## config.mk

```make
export PLATFORM = sky130hd
export DESIGN_NAME = pitch_beep
export DESIGN_NICKNAME = d
export VERILOG_FILES = /design/src/rtl/pitch_beep_pkg.sv /design/src/rtl/pitch_beep_tone_gen.sv /design/src/rtl/pitch_beep.sv
export SDC_FILE = /design/constraint.sdc
export NUM_CORES = 1
export LEC_CHECK = 0
export CORE_ASPECT_RATIO = 1.75
export CORE_MARGIN = 4
export CORE_UTILIZATION = 58
export DETAILED_ROUTE_END_ITERATION = 7
export DONT_BUFFER_PORTS = 1
export PLACE_DENSITY = 0.86
export SKIP_LAST_GASP = 1
export SLEW_MARGIN = 20
export SYNTH_ARGS = -nofsm -noshare
export SYNTH_HDL_FRONTEND = slang
export SYNTH_SLANG_ARGS = --single-unit
```

## constraint.sdc

```tcl
create_clock -name sys_clk -period 2.5 [get_ports sys_clk]
set_input_delay 0.625 -clock sys_clk [delete_from_list [all_inputs] [get_ports sys_clk]]
set_output_delay 0.625 -clock sys_clk [all_outputs]
set_load 0.02 [all_outputs]
```

## src/rtl/pitch_beep_pkg.sv

```systemverilog
// pitch_beep_pkg: note-code constants, note frequency table, half-period
// derivation and the compiled-in song ROM shared by the pitch_beep slice.
package pitch_beep_pkg;

  localparam int unsigned NOTE_W     = 5;
  localparam int unsigned HALF_W     = 20;
  localparam int unsigned CNT_W      = 20;
  localparam int unsigned NOTE_CODES = 32;
  localparam int unsigned SONG_DEPTH = 32;

  // Note codes: 0 is rest, 1..7 low, 8..14 middle, 15..21 high do..si.
  localparam logic [NOTE_W-1:0] NOTE_REST = 5'd0;
  localparam logic [NOTE_W-1:0] DO_M      = 5'd8;
  localparam logic [NOTE_W-1:0] RE_M      = 5'd9;
  localparam logic [NOTE_W-1:0] MI_M      = 5'd10;
  localparam logic [NOTE_W-1:0] FA_M      = 5'd11;
  localparam logic [NOTE_W-1:0] SO_M      = 5'd12;
  localparam logic [NOTE_W-1:0] LA_M      = 5'd13;
  localparam logic [NOTE_W-1:0] NOTE_LAST = 5'd21;

  // Frequency in Hz per note code; codes 22..31 are silent.
  localparam int unsigned NOTE_HZ [NOTE_CODES] = '{
    0,
    262, 294, 330, 349, 392, 440, 494,
    523, 587, 659, 698, 784, 880, 988,
    1046, 1175, 1318, 1397, 1568, 1760, 1976,
    0, 0, 0, 0, 0, 0, 0, 0, 0, 0
  };

  // Song ROM, one note code per beat.
  localparam logic [NOTE_W-1:0] SONG [SONG_DEPTH] = '{
    DO_M, DO_M, SO_M, SO_M, LA_M, LA_M, SO_M, NOTE_REST,
    FA_M, FA_M, MI_M, MI_M, RE_M, RE_M, DO_M, NOTE_REST,
    SO_M, SO_M, FA_M, FA_M, MI_M, MI_M, RE_M, NOTE_REST,
    SO_M, SO_M, FA_M, FA_M, MI_M, MI_M, RE_M, NOTE_REST
  };

  typedef enum logic [1:0] {
    ST_REST = 2'd0,
    ST_GAP  = 2'd1,
    ST_TONE = 2'd2
  } state_e;

  // Half-period in clock cycles, truncated; 0 for silent codes.
  function automatic logic [HALF_W-1:0] calc_half_per(input int unsigned clk_hz,
                                                      input logic [NOTE_W-1:0] code);
    int unsigned hz;
    hz = NOTE_HZ[code];
    if (hz == 0) return '0;
    return HALF_W'(clk_hz / (2 * hz));
  endfunction

  // True for codes that produce a tone.
  function automatic logic note_is_tone(input logic [NOTE_W-1:0] code);
    return (code != NOTE_REST) && (code <= NOTE_LAST);
  endfunction

  // ROM lookup; indices past the stored song read as rest.
  function automatic logic [NOTE_W-1:0] song_at(input logic [9:0] idx);
    if (idx < 10'(SONG_DEPTH)) return SONG[idx[4:0]];
    return NOTE_REST;
  endfunction

endpackage

```

## src/rtl/pitch_beep_tone_gen.sv

```systemverilog
// tone_gen: square-wave divider for the buzzer. A start pulse drives beep
// high and clears the divider; while run is held beep toggles every
// half_per cycles; otherwise beep is held low.
module tone_gen
  import pitch_beep_pkg::*;
(
  input  logic              sys_clk,
  input  logic              sys_rst_n,
  input  logic [HALF_W-1:0] half_per,
  input  logic              tone_start,
  input  logic              tone_run,
  output logic              beep
);

  logic [HALF_W-1:0] div_cnt_reg;
  logic              beep_reg;

  // Divider and beep toggle; start wins over run, anything else silences.
  always_ff @(posedge sys_clk or negedge sys_rst_n) begin
    if (!sys_rst_n) begin
      div_cnt_reg <= '0;
      beep_reg    <= 1'b0;
    end else if (tone_start) begin
      div_cnt_reg <= '0;
      beep_reg    <= 1'b1;
    end else if (tone_run) begin
      if (div_cnt_reg == half_per - HALF_W'(1)) begin
        div_cnt_reg <= '0;
        beep_reg    <= ~beep_reg;
      end else begin
        div_cnt_reg <= div_cnt_reg + HALF_W'(1);
      end
    end else begin
      div_cnt_reg <= '0;
      beep_reg    <= 1'b0;
    end
  end

  assign beep = beep_reg;

endmodule

```

## src/rtl/pitch_beep.sv

```systemverilog
// pitch_beep: maps the beat index pitch_num through the song ROM to a note,
// inserts a silent gap at each new beat, then drives the buzzer with a
// square wave at the note frequency.
// Build option: PITCH_BEEP_LOOP_EN wraps the index modulo SONG_LEN so the
// song repeats; without it, indices >= SONG_LEN play rest.
module pitch_beep
  import pitch_beep_pkg::*;
#(
  parameter int unsigned CLK_HZ   = 50_000_000,
  parameter int unsigned GAP_CYC  = 500_000,
  parameter int unsigned SONG_LEN = 32
) (
  input  logic              sys_clk,
  input  logic              sys_rst_n,
  input  logic [8:0]        pitch_num,
  output logic              beep,
  output logic              tone_on,
  output logic [NOTE_W-1:0] note_code
);

  localparam logic [CNT_W-1:0] GAP_LAST   = CNT_W'(GAP_CYC - 1);
  localparam logic [9:0]       SONG_LEN_W = 10'(SONG_LEN);

  logic [8:0]        pitch_q_reg;
  logic [8:0]        pitch_p_reg;
  logic              first_reg;
  logic              chg_reg;
  logic [NOTE_W-1:0] note_code_reg;
  logic [NOTE_W-1:0] note_code_next;
  logic [HALF_W-1:0] half_per_reg;
  logic [HALF_W-1:0] half_tab [NOTE_CODES];
  logic [9:0]        song_idx;
  state_e            state_reg;
  logic [CNT_W-1:0]  gap_cnt_reg;
  logic              tone_on_reg;
  logic              gap_done;
  logic              tone_start;
  logic              tone_run;

  // Half-period constants, one per note code, fixed at elaboration.
  generate
    for (genvar gi = 0; gi < NOTE_CODES; gi++) begin : g_half
      assign half_tab[gi] = calc_half_per(CLK_HZ, NOTE_W'(gi));
    end
  endgenerate

`ifdef PITCH_BEEP_LOOP_EN
  assign song_idx       = {1'b0, pitch_q_reg} % SONG_LEN_W;
  assign note_code_next = song_at(song_idx);
`else
  assign song_idx       = {1'b0, pitch_q_reg};
  assign note_code_next = (song_idx >= SONG_LEN_W) ? NOTE_REST : song_at(song_idx);
`endif

  // Stage 1: capture the beat index and remember the previous one.
  always_ff @(posedge sys_clk or negedge sys_rst_n) begin
    if (!sys_rst_n) begin
      pitch_q_reg <= '0;
      pitch_p_reg <= '0;
    end else begin
      pitch_q_reg <= pitch_num;
      pitch_p_reg <= pitch_q_reg;
    end
  end

  // Stage 2: note lookup plus a one-cycle change pulse (forced once after reset).
  always_ff @(posedge sys_clk or negedge sys_rst_n) begin
    if (!sys_rst_n) begin
      note_code_reg <= NOTE_REST;
      half_per_reg  <= '0;
      chg_reg       <= 1'b0;
      first_reg     <= 1'b1;
    end else begin
      note_code_reg <= note_code_next;
      half_per_reg  <= half_tab[note_code_next];
      chg_reg       <= first_reg || (pitch_q_reg != pitch_p_reg);
      first_reg     <= 1'b0;
    end
  end

  assign gap_done   = (gap_cnt_reg == GAP_LAST);
  assign tone_start = (state_reg == ST_GAP) && !chg_reg && gap_done &&
                      note_is_tone(note_code_reg);
  assign tone_run   = (state_reg == ST_TONE) && !chg_reg;

  // Beat sequencer: a change always restarts the gap, the gap then opens a tone or rest.
  always_ff @(posedge sys_clk or negedge sys_rst_n) begin
    if (!sys_rst_n) begin
      state_reg   <= ST_REST;
      gap_cnt_reg <= '0;
      tone_on_reg <= 1'b0;
    end else if (chg_reg) begin
      state_reg   <= ST_GAP;
      gap_cnt_reg <= '0;
      tone_on_reg <= 1'b0;
    end else begin
      case (state_reg)
        ST_GAP: begin
          if (gap_done) begin
            gap_cnt_reg <= '0;
            if (note_is_tone(note_code_reg)) begin
              state_reg   <= ST_TONE;
              tone_on_reg <= 1'b1;
            end else begin
              state_reg   <= ST_REST;
              tone_on_reg <= 1'b0;
            end
          end else begin
            gap_cnt_reg <= gap_cnt_reg + CNT_W'(1);
          end
        end
        ST_TONE: begin
          tone_on_reg <= 1'b1;
        end
        default: begin
          state_reg   <= ST_REST;
          tone_on_reg <= 1'b0;
        end
      endcase
    end
  end

  tone_gen u_tone_gen (
    .sys_clk    (sys_clk),
    .sys_rst_n  (sys_rst_n),
    .half_per   (half_per_reg),
    .tone_start (tone_start),
    .tone_run   (tone_run),
    .beep       (beep)
  );

  assign tone_on   = tone_on_reg;
  assign note_code = note_code_reg;

endmodule

```

==> impl_metrics.json, run 1 <==
{
  "criticalPathCategory": "reg -> reg",
  "fin_cells": 628,
  "clock-root-buffer": "clkbuf_16",
  "busiest_layer": "met2",
  "grt_util_all_layers_pct": 25.4,
  "ys_types": 63,
  "antenna_found_initial": 0,
  "status": "complete, but fails checks",
  "setup_viol": 21,
  "grt_use_met1_pct": 23.6,
  "worst_slew_pin_slew_ns": 0.629,
  "netlist_instances": 506,
  "ant_nets": 0,
  "grt_max_degree": 86,
  "cts_made_buffers": 9,
  "worstPathArrival_ns": 2.88,
  "worstPathCellList": "or4_4 > buf_4 > nor4_1 > nand4_1 > a22oi_1 > nand4_1 > nor2_2 > buf_12 > nor4_1",
  "rsz0062_at_grt": "yes",
  "power.density_nw_per_um2": 546,
  "gp_congestion": 0.942,
  "area_growth_pct": 12.7,
  "cts_tree": "done",
  "leakage_uw": 0.00230,
  "initial_core_util_pct": 59.4,
  "use_met3_pct": 6.49,
  "coreArea_um2": 7960,
  "drive_gt1_share_pct": 14.1,
  "vias_per_cell": 6.48,
  "peakVddDrop_v": 0.000505,
  "required_ns": 2.71,
  "portBuffers": 0,
  "drv_slew": 0,
  "slowest_delay_ns": 0.60,
  "fin_crit_sh_pct": 107,
  "fin_setup_tns_ns": -3.18,
  "via_count": 4070,
  "synth_ff_type": "dfrtp_1",
  "die-area_um2": 9720,
  "cts.sinks": 85,
  "power.total_uw": 2910,
  "fillers": 589,
  "cpMaxStageDelayCell": "or4_4",
  "nNetsFinal": 559,
  "drv_cap": 0,
  "violations": "hold timing, setup timing",
  "ios": 18,
  "hold_slack_ns": -0.0253,
  "synth.avg_cell_area_um2": 9.35,
  "min_period_ns": 2.67,
  "met2_usage_pct": 45.6,
  "drc": 0,
  "ys_seq_elements": 85,
  "place_hpwl_um": 8380,
  "ys_warn_count": 0,
  "clock_skew_ns": 0.00994,
  "yosysSeqAreaShare_pct": 45.0,
  "grt_overflow": 0,
  "path_buf_inv": 2,
  "die_y_um": 127,
  "grt_pass1_wl_um": 19300,
  "worst_slack_ns": -0.171,
  "cts.clk_slew.worst_paths_ns": 0.06,
  "syn_area_um2": 4730,
  "dr.pass1.iters": 5,
  "cp-start-kind": "flip-flop",
  "routedWlPerCell_um": 18.5,
  "synth_edf_count": 0,
  "hold_viol": 84,
  "async_reset_ff_share_pct": 100,
  "worst-path-max-fanout": 20,
  "final_area_um2": 5330,
  "htree_levels": 3,
  "dp_cells": 609,
  "clock_latency_ns": 0.34,
  "clock_path_buffers": 2,
  "hold_path_class": "in -> async",
  "die_width_um": 76.3,
  "relSlewSlack_pct": 57.5,
  "place_area_um2": 5010,
  "dp_slack_ns": -0.231,
  "rows": 43,
  "drt_iter0_markers": 230,
  "insertedDiodeCount": 0,
  "end_kind": "flip-flop",
  "grt_pass1_vias": 4209,
  "fmax_mhz": 374,
  "wirelength_um": 11600,
  "crit_family": "simple AND/OR/NAND/NOR gates"
}
[path summary, 6_finish.rpt]
check                                              to             from  slack, ns  cells after the start
max                        u_tone_gen.div_cnt_reg[19]  half_per_reg[4]      -0.17                      9
min in group sys_clk                   pitch_q_reg[6]     pitch_num[6]       0.32                      0
max in group asynchronous                   first_reg        sys_rst_n       2.31                      0
min                                   u_tone_gen.beep        sys_rst_n      -0.03                      0
max reg2reg                u_tone_gen.div_cnt_reg[19]  half_per_reg[4]      -0.17                      9
min reg2reg                            pitch_p_reg[8]   pitch_q_reg[8]       0.42                      0
[metal layers]
| layer | part of all wire [%] | wire length (µm) | vias to the layer above |
|---|---|---|---|
| met5 | 0 | 0 | - |
| li1 | - | - | 1885 |
| met2 | 53 | 6170 | 141 |
| met3 | 4.4 | 507 | 70 |
| met4 | 8.5 | 991 | 0 |
| met1 | 34 | 3970 | 1974 |
[cell type report]
type                            instances  area, µm²  area share (%)
Multi-Input combinational cell        388       2470            46.4
Sequential cell                        85       2130            39.9
Timing Repair Buffer                   38        298            5.59
Clock buffer                           12        256            4.81
Tap cell                               90        113            2.11
Inverter                               11       41.3           0.774
Clock inverter                          4       22.5           0.422
[kinds of logic (layout without fill, tap and decap cells)]
family	after synthesis	count (layout)	share of synthesized area [%]
other	1	2	0.0793
adder cells (fa/ha/maj)	15	15	3.97
XOR/XNOR	45	45	8.33
flip-flops	85	85	45.0
buffers and inverters	34	65	3.60
AO/OA/AOI/OAI	105	105	14.0
AND/OR/NAND/NOR	218	218	24.4
multiplexers	3	3	0.688
[Yosys cell counts (all sizes together) (4+ instances only)]
library cell,instances,area [µm²]
o31ai,10,75.1
o21ai,35,175
a31oi,5,31.3
nand2,48,180
ha,15,188
or3,5,32.5
nor3,11,60.1
xor2,14,123
nor2,47,179
nand4,13,81.3
nor2b,7,43.8
xnor2,31,272
dfrtp,84,2100
and3,13,82.6
a21oi,24,120
clkbuf,16,61.3
nor3b,4,30.0
buf,7,67.6
o41ai,4,35.0
inv,11,41.3
nand3,25,125
nor4,24,165
or4,5,41.3
a211oi,5,37.5
[cell usage in the layout (no fill, tap or decap), types with 9 or more instances in the layout]
| master | count |
|---|---|
| a21oi_1 | 24 |
| dfrtp_1 | 83 |
| inv_1 | 11 |
| o21ai_0 | 34 |
| nand3_1 | 25 |
| xnor2_1 | 31 |
| buf_4 | 37 |
| o31ai_1 | 9 |
| nand2_1 | 47 |
| clkbuf_16 | 9 |
| and3_1 | 12 |
| nor4_1 | 23 |
| ha_1 | 15 |
| nor2_1 | 46 |
| nand4_1 | 13 |
| xor2_1 | 14 |
[report_power, final]
group	switching, µW	internal (µW)
logic	140	123
registers	24.9	1400
clock network	500	721
total	664	2250
[per-stage QoR]
step / hold WS (ns) / utilization (%)
after detailed placement: 0.332 / 62.9
after CTS: -0.0312 / 66.8
after global routing: -0.0460 / 67.0
after floorplan: 0.329 / -
after global placement: 0.334 / 62.9
final: -0.0253 / 67.0
[repair_timing]
item	4_1_cts	5_1_grt
resized for setup	3	2
endpoints found under the setup margin	21	25
hold endpoints to repair	84	84
buffers inserted	2	1
pin swaps	7	1
No activity file was read; power rests on OpenSTA's default activity.
==> run 2, diff against run 1 <==
Settings changed: ABC_AREA set to 1, SETUP_SLACK_MARGIN set to 0.05.
==> run 2 against run 1 <==
Compared with the run above:
- the flow finishes with violations (hold timing)
- sequential power about the same
- combinational power is 9.2% higher
- via count rose by 3.0%
- clock skew is 0.0063 ns lower
- sequential share of layout area rose by 0.28 points
- total power up 4.0%
- flip-flop and latch count unchanged
- wire length is 4.7% lower
- synthesized area up 2.9%
- die area up 2.7%
- setup slack improved by 0.45 ns
- largest cell class unchanged
- highest routed layer unchanged
==> impl_metrics.json, run 2 <==
{
  "die-area_um2": 9980,
  "ys_warn_count": 0,
  "p_seq_share_pct": 47.3,
  "insertedDiodeCount": 0,
  "netlist_instances": 619,
  "end_kind": "flip-flop",
  "clock_skew_ns": 0.00362,
  "synth_top_area_cell": "dfrtp_1",
  "fin_crit_sh_pct": 88.7,
  "grt_overflow": 0,
  "routedWlPerCell_um": 15.3,
  "relSlewSlack_pct": 63.8,
  "worstPathArrival_ns": 2.49,
  "setup_viol": 0,
  "worst-path-max-fanout": 19,
  "wl_met1_um": 3850,
  "syn_area_um2": 4870,
  "grt_pass1_vias": 4292,
  "routed.top_layer": "met4",
  "dr.pass1.iters": 5,
  "drt_iter0_markers": 258,
  "ys_seq_elements": 85,
  "hold_slack_ns": -0.0167,
  "p_comb_share_pct": 9.4,
  "gp_congestion": 0.984,
  "clkPwrFrac_pct": 43.2,
  "drv_slew": 0,
  "wirelength_um": 11100,
  "hold_path_class": "in -> async",
  "grt_pass1_wl_um": 18900,
  "synth_top_area_share_pct": 43.2,
  "vias_per_cell": 5.78,
  "drv_cap": 0,
  "status": "complete, but fails checks",
  "clock-root-buffer": "clkbuf_16",
  "area_growth_pct": 8.71,
  "violations": "hold timing",
  "synth_ff_type": "dfrtp_1",
  "die_width_um": 77.2,
  "initial_core_util_pct": 58.9,
  "leakage_uw": 0.00263,
  "clock_path_buffers": 2,
  "synth_edf_count": 0,
  "ys_types": 42,
  "grt_util_all_layers_pct": 24.0,
  "worst_slew_pin_slew_ns": 0.542,
  "ios": 18,
  "drc": 0,
  "wl_met2_um": 6070,
  "via_count": 4194,
  "clock_latency_ns": 0.33,
  "required_ns": 2.77,
  "antenna_found_initial": 0,
  "coreArea_um2": 8260,
  "regToRegSetupSlack_ns": 0.28,
  "cts_made_buffers": 9,
  "synth.top_cells.by_count": "145 x nand2_1, 90 x inv_1, 84 x dfrtp_1",
  "rr_worst_depth": 14,
  "cts.clk_slew.worst_paths_ns": 0.06,
  "yosysSeqAreaShare_pct": 43.7,
  "rows": 44,
  "p_int_uw": 2300,
  "drive_gt1_share_pct": 9.64,
  "async_reset_ff_share_pct": 100,
  "cp-start-kind": "flip-flop",
  "most-common-layout-cells": "144 x nand2_1, 90 x inv_1, 84 x dfrtp_1",
  "portBuffers": 0,
  "hold_viol": 27,
  "yosysMostFrequentCell": "nand2_1",
  "grt_max_degree": 86,
  "synth_area_leaders": "dfrtp_1 43%, nand2_1 11%, inv_1 6.9%",
  "synth.avg_cell_area_um2": 7.86,
  "min_period_ns": 2.22,
  "postCtsSetupBuffers": 0,
  "mostFrequentLayoutCell": "nand2_1",
  "nNetsFinal": 654,
  "swShare_pct": 23.9,
  "fin_setup_tns_ns": 0,
  "htree_levels": 3,
  "wl_met3_um": 449,
  "ant_nets": 0,
  "power.density_nw_per_um2": 572,
  "criticalPathCategory": "reg -> reg",
  "die_y_um": 129,
  "cts_tree": "done",
  "fmax_mhz": 451,
  "cts.sinks": 85,
  "peakVddDrop_v": 0.000558,
  "p_sw_uw": 723,
  "place_hpwl_um": 8040,
  "rsz0062_at_grt": "no",
  "fillers": 649
}
-- run 2: layer usage --
| layer | GRT usage [%] | vias to the layer above |
|---|---|---|
| met5 | 0 | - |
| met4 | 18.2 | 0 |
| met3 | 4.03 | 57 |
| met2 | 44.5 | 148 |
| met1 | 23.3 | 1986 |
| li1 | - | 2003 |
-- run 2: cell families (layout without fill, tap and decap cells) --
| group | count (synthesis) | in the layout | synth area share (%) |
|---|---|---|---|
| adder cells (fa/ha/maj) | 15 | 15 | 3.86 |
| AO/OA/AOI/OAI | 71 | 71 | 8.28 |
| AND/OR/NAND/NOR | 310 | 310 | 29.3 |
| buffers and inverters | 100 | 113 | 8.10 |
| other | 1 | 2 | 0.0770 |
| XOR/XNOR | 37 | 37 | 6.66 |
| flip-flops | 85 | 85 | 43.7 |
-- run 2: final timing paths --
kind                                         endpoint       startpoint
max                                   u_tone_gen.beep  half_per_reg[0]
min                        u_tone_gen.div_cnt_reg[11]        sys_rst_n
max reg2reg                           u_tone_gen.beep  half_per_reg[0]
min reg2reg                            pitch_p_reg[7]   pitch_q_reg[7]
max in group asynchronous                   first_reg        sys_rst_n
min in group sys_clk                   pitch_q_reg[7]     pitch_num[7]
-- run 2: power groups by stage --
stage / Sequential [µW] / Clock, µW / Combinational (µW)
CTS: 1430 / 1340 / 284
detailed placement: 1460 / 0 / 280
finish: 1430 / 1310 / 286
floorplan: 1450 / 0 / 232
global placement: 1450 / 0 / 270
global route: 1440 / 1400 / 331
-- run 2: critical path, cell delays in order (launching register included) --
cell and delay (ns):
dfrtp_1 0.36, inv_1 0.17, ha_1 0.28, inv_1 0.10
nor2_2 0.16, nand3_1 0.10, nand2_1 0.10, inv_1 0.04
nor2_1 0.08, nand2_1 0.07, nor2_2 0.15, nand3_2 0.21
nand2_8 0.21, nand2_1 0.07, nand2_1 0.06
-- run 2: final cells by class --
class	count	area [µm²]	area share [%]
multi-input combinational	435	2360	44.7
inverter	92	345	6.53
clock inverter	6	62.6	1.18
timing repair buffer	5	37.5	0.709
clock buffer	10	239	4.52
tap	92	115	2.18
sequential	85	2130	40.2
-- run 2: through the flow --
step | setup WS, ns | utilization [%] | instances | area, µm² | total power (µW)
after detailed placement | 0.201 | 60.2 | 709 | 4970 | 1740
final | 0.281 | 64.1 | 725 | 5290 | 3030
after global routing | 0.0684 | 64.1 | 725 | 5290 | 3160
after CTS | 0.140 | 63.9 | 725 | 5280 | 3060
after floorplan | 0.268 | - | 620 | 4870 | 1680
after global placement | 0.266 | 60.2 | 709 | 4970 | 1720
-- run 2: repair_timing --
action,4_1_cts,5_1_grt
setup endpoints to repair,0,18
gates resized for setup,0,4
endpoints found under the hold margin,84,84
